[src/rtl/encode_mod_rm.sv]
// encode_mod_rm: serialises one addressing descriptor into ModR/M, optional SIB and displacement bytes.
module encode_mod_rm #(
  parameter bit FORCE_DISP32 = 1'b0
) (
  input  logic        clock,
  input  logic        reset,
  input  logic        in_valid,
  output logic        in_ready,
  input  logic        in_addr_32,
  input  logic        in_is_reg,
  input  logic [2:0]  in_reg,
  input  logic        in_base_valid,
  input  logic [2:0]  in_base,
  input  logic        in_index_valid,
  input  logic [2:0]  in_index,
  input  logic [1:0]  in_scale,
  input  logic [31:0] in_disp,
  output logic        out_valid,
  input  logic        out_ready,
  output logic [7:0]  out_byte,
  output logic        out_last,
  output logic        out_error
);
  typedef enum logic [2:0] {IDLE, MODRM, SIB, DISP, ERR} state_t;
  state_t state_q, state_d;
  logic [7:0] modrm_q, modrm_d, sib_q, sib_d;
  logic [31:0] disp_q, disp_d;
  logic has_sib_q, has_sib_d, has_disp_q, has_disp_d;
  logic [1:0] dlast_q, dlast_d, cnt_q, cnt_d;
  logic zero, d8ok, use_sib, bp_sp, abs_mem, illegal;
  logic [1:0] rule_mod, e_mod;
  logic [2:0] e_rm, rm16;
  always_comb begin
    zero = in_addr_32 ? in_disp == 32'd0 : in_disp[15:0] == 16'd0;
    d8ok = in_addr_32 ? (&in_disp[31:7] || ~|in_disp[31:7]) : (&in_disp[15:7] || ~|in_disp[15:7]);
    use_sib = in_addr_32 && (in_index_valid || (in_base_valid && in_base == 3'b100));
    // EBP/BP base with mod00 would mean "no base", so a zero disp still needs an explicit disp8
    bp_sp = in_base_valid && in_base == 3'b101 && (in_addr_32 || !in_index_valid);
    abs_mem = !in_base_valid && (in_addr_32 || !in_index_valid);
    rule_mod = zero ? {1'b0, bp_sp} : (d8ok && !FORCE_DISP32) ? 2'b01 : 2'b10;
    e_mod = in_is_reg ? 2'b11 : abs_mem ? 2'b00 : rule_mod;
    rm16 = abs_mem ? 3'b110 :
           (in_base_valid && in_index_valid) ? {1'b0, in_base == 3'b101, in_index[0]} :
           in_index_valid ? {2'b10, in_index[0]} : {2'b11, in_base != 3'b101};
    e_rm = in_is_reg ? in_base : !in_addr_32 ? rm16 : use_sib ? 3'b100 : abs_mem ? 3'b101 : in_base;
    illegal = !in_is_reg && (in_addr_32 ? (in_index_valid && in_index == 3'b100) :
              (in_scale != 2'b00 || (in_base_valid && in_base != 3'b011 && in_base != 3'b101) ||
               (in_index_valid && in_index[2:1] != 2'b11)));
  end
  always_comb begin
    state_d = state_q;
    modrm_d = modrm_q;
    sib_d = sib_q;
    disp_d = disp_q;
    has_sib_d = has_sib_q;
    has_disp_d = has_disp_q;
    dlast_d = dlast_q;
    cnt_d = cnt_q;
    case (state_q)
      IDLE: if (in_valid) begin
        state_d = illegal ? ERR : MODRM;
        modrm_d = {e_mod, in_reg, e_rm};
        sib_d = {in_scale, in_index_valid ? in_index : 3'b100, in_base_valid ? in_base : 3'b101};
        disp_d = in_disp;
        has_sib_d = use_sib && !in_is_reg;
        has_disp_d = !in_is_reg && (abs_mem || rule_mod != 2'b00);
        dlast_d = e_mod == 2'b01 ? 2'd0 : in_addr_32 ? 2'd3 : 2'd1;
        cnt_d = 2'd0;
      end
      MODRM: if (out_ready) state_d = has_sib_q ? SIB : has_disp_q ? DISP : IDLE;
      SIB: if (out_ready) state_d = has_disp_q ? DISP : IDLE;
      DISP: if (out_ready) begin
        state_d = cnt_q == dlast_q ? IDLE : DISP;
        cnt_d = cnt_q + 2'd1;
      end
      default: state_d = IDLE;
    endcase
  end
  always_ff @(posedge clock) begin
    if (reset) begin
      state_q <= IDLE;
      modrm_q <= '0;
      sib_q <= '0;
      disp_q <= '0;
      has_sib_q <= 1'b0;
      has_disp_q <= 1'b0;
      dlast_q <= '0;
      cnt_q <= '0;
    end else begin
      state_q <= state_d;
      modrm_q <= modrm_d;
      sib_q <= sib_d;
      disp_q <= disp_d;
      has_sib_q <= has_sib_d;
      has_disp_q <= has_disp_d;
      dlast_q <= dlast_d;
      cnt_q <= cnt_d;
    end
  end
  assign in_ready = state_q == IDLE;
  assign out_error = state_q == ERR;
  assign out_valid = state_q == MODRM || state_q == SIB || state_q == DISP;
  assign out_byte = state_q == MODRM ? modrm_q : state_q == SIB ? sib_q :
                    state_q == DISP ? disp_q[8*cnt_q +: 8] : 8'h00;
  assign out_last = state_q == MODRM ? !has_sib_q && !has_disp_q :
                    state_q == SIB ? !has_disp_q : state_q == DISP && cnt_q == dlast_q;
endmodule

[config.mk]
export PLATFORM = sky130hd
export DESIGN_NAME = encode_mod_rm
export DESIGN_NICKNAME = d
export VERILOG_FILES = /design/src/rtl/encode_mod_rm.sv
export SDC_FILE = /design/constraint.sdc
export NUM_CORES = 1
export LEC_CHECK = 0
export ABC_AREA = 0
export CORE_MARGIN = 5
export CORE_UTILIZATION = 57
export DETAILED_ROUTE_END_ITERATION = 10
export DONT_BUFFER_PORTS = 1
export GPL_TIMING_DRIVEN = 0
export PLACE_DENSITY = 0.82
export SLEW_MARGIN = 20
export SYNTH_ARGS = -nofsm -noshare
export SYNTH_HDL_FRONTEND = slang
export SYNTH_SLANG_ARGS = --single-unit
[constraint.sdc]
create_clock -name clock -period 2.1 [get_ports clock]
set_clock_uncertainty 0.05 [all_clocks]
set_input_delay 0.21 -clock clock [delete_from_list [all_inputs] [get_ports clock]]
set_output_delay 0.21 -clock clock [all_outputs]
set_load 0.01 [all_outputs]
==> impl_metrics.ini <==
[routing]
firstDrtPassIters = 5
avgViaCountPerCell = 6.17
drt_iter0_drc = 573
wirelength_um = 9230
drc_errors = 0
ant_nets = 0
wl_per_cell_um = 18.4
via_count = 3089

[yosys]
syn_area_um2 = 2950
ys_types = 51
synth_seq_area_share_pct = 38.6
ys_ff_latch = 57
ys.flop_type = dfxtp_1
netlist_instances = 374
synth.net_count = 425
ys_warn_count = 0
async_flop_share_pct = 0
avgSynthCellArea_um2 = 7.90
synth_edf_count = 0

[cts]
cts_htree_levels = 3
tritoncts = yes
cts_buffer_depth = 2
clock-sinks = 57
path_clk_slew_ps = 70
clk_latency_ps = 340
cts_buffers = 9
cts_root_buf = clkbuf_8

[sta]
max_freq_ghz = 0.473
fin_crit_sh_pct = 101
rsz0062_at_grt = true
hold_ws_ps = 3.87
setup_violations = 1
finalSetupTns_ps = -13.0
tightest_slew_ps = 621
period_needed_ps = 2110
slew_violations = 0
relSlewSlack_pct = 58.6
hold_viol_final = 0
setup_slack_ps = -13.0

[die]
die_w_um = 82.0
die_h_um = 82.0
core_um2 = 5070
placementRows = 26
die_area_um2 = 6720
start_util_pct = 58.2
io_pins = 63

[layout]
n_antenna_cell = 0
drive_gt1_share_pct = 11.4
utilization_pct = 72.6
finalNonFillerCells = 501
nets = 478
final_common_cell = nand2_1
layout_common_cells = nand2_1 (88), a21oi_1 (57), dfxtp_1 (56)
area_growth_pct = 24.8

[power]
p_seq_share_pct = 43.6
switching_power_mw = 0.832
ir_drop_mv = 0.539
p_int_mw = 2.00
swShare_pct = 29.4
power_density_nw_per_um2 = 769
pwr-share-comb_pct = 19.7
power.share.clock_pct = 36.8
p_leak_nw = 1.34

[worst_setup_path]
cp.required_ps = 1840
critPathKind = reg2out
cp-end-kind = primary output
critical_path.top_delay_family = multiplexers
worstSetupStartpointType = register
arrival_ps = 1850
worstRegToRegCells = 6
slowest_stage = mux4_2
critPathBufInv = 1
slowest_delay_ps = 510
critPathMaxFanout = 7
critical_path.cell_chain = buf_12, mux4_2, mux2i_1, nor2_1, a21oi_1, nor2_2
crit_cells = 6

[placement]
port_buffers = 0
hpwl_um = 6120
dp_cells = 444
routabilityCongestion = 0.940
dp_slack_ps = 37.1

[global_routing]
grt_pass1_vias = 3041
antenna_found_initial = 0
grt.total_usage_pct = 29.0
grt_max_degree = 11
grt_pass1_wl_um = 14500
gr-total-overflow = 0

[worst_hold_path]
worstHoldPathType = in2reg
worstHoldPathCells = 2

[status]
violations = negative setup slack
status = complete, but fails checks

[flow_run]
max_cap_violations = 0
logic make-up after synthesis:
logic type,count (synthesis),synth area share [%]
and+or+nand+nor,168,26.1
DFF,57,38.6
muxes,18,9.49
buffers and inverters,36,5.30
xor gates and xnor gates,3,0.890
AOI/OAI and AO/OA,92,19.6
repair_timing:
action / 4_1_cts / 5_1_grt
buffers inserted: 2 / 2
pin swaps: 0 / 3
endpoints found under the hold margin: 38 / 0
endpoints found under the setup margin: 8 / 8
resized for setup: 7 / 8
hold buffers: 38 / 0
synth_stat cells (2+ instances only):
cell type | instances | area [µm²]
nor4_1 | 8 | 50.1
nor2b_1 | 3 | 18.8
xor2_1 | 2 | 17.5
nand4_1 | 6 | 37.5
dfxtp_1 | 57 | 1140
buf_4 | 2 | 15.0
a31oi_1 | 2 | 12.5
and3_1 | 2 | 12.5
inv_1 | 8 | 30.0
nand2_1 | 88 | 330
nor2_1 | 36 | 135
nand3b_1 | 2 | 15.0
nand3_1 | 6 | 30.0
mux2i_1 | 10 | 100
clkbuf_1 | 19 | 71.3
mux4_2 | 8 | 180
a21oi_1 | 59 | 295
a211oi_1 | 3 | 22.5
nor3_1 | 7 | 35.0
o21ai_0 | 9 | 45.0
nand2b_1 | 2 | 12.5
a2111oi_2 | 2 | 30.0
buf_2 | 5 | 25.0
per-stage QoR:
step                cell area [µm²]  total power, mW
floorplan                      2950             1.61
CTS                            3650             2.80
global route                   3690             2.93
global placement               3040             1.71
finish                         3690             2.83
detailed placement             3040             1.73
cell type report:
cell class	count	area, µm²
timing repair buffer	42	410
clock buffer	12	155
sequential	57	1140
tap	70	87.6
fill	384	1390
clock inverter	3	40.0
multi-input combinational	281	1670
buffer	27	141
inverter	9	33.8
worst register-to-register path, cell delays in order (launching register included):
cell	delay, ps
dfxtp_1	300
buf_4	170
nor3_4	310
nand2_1	340
clkbuf_1	340
a21oi_1	210
nor2_1	60
flip-flops by register name, indices dropped and copies added (netlist names):
| register | count |
|---|---|
| has_disp_q | 1 |
| dlast_q | 2 |
| sib_q | 8 |
| disp_q | 32 |
| cnt_q | 2 |
| state_q | 3 |
| has_sib_q | 1 |
| modrm_q | 8 |
per-layer routing:
metal / up-vias / global-route usage [%] / wire length, µm
met5: - / 0 / 0
met1: 1424 / 32.9 / 3410
met4: 0 / 14.1 / 369
met2: 193 / 50.6 / 4600
met3: 48 / 6.91 / 847
li1: 1424 / - / -
power by group through the flow:
stage               clock [mW]  sequential (mW)  combinational (mW)
floorplan                    0             1.23               0.379
global placement             0             1.25               0.464
detailed placement           0             1.25               0.478
CTS                       1.03             1.23               0.539
global route              1.08             1.24               0.609
finish                    1.04             1.23               0.558
worst paths after layout:
kind,start,endpoint,slack [ps]
worst max-delay path,cnt_q[0],out_byte[6],-10
worst max register to register,state_q[0],has_sib_q,190
worst min register to register,disp_q[22],disp_q[22],400
worst min-delay path,in_index[0],sib_q[3],4
Note: power is estimated with default switching activity, not from simulation.
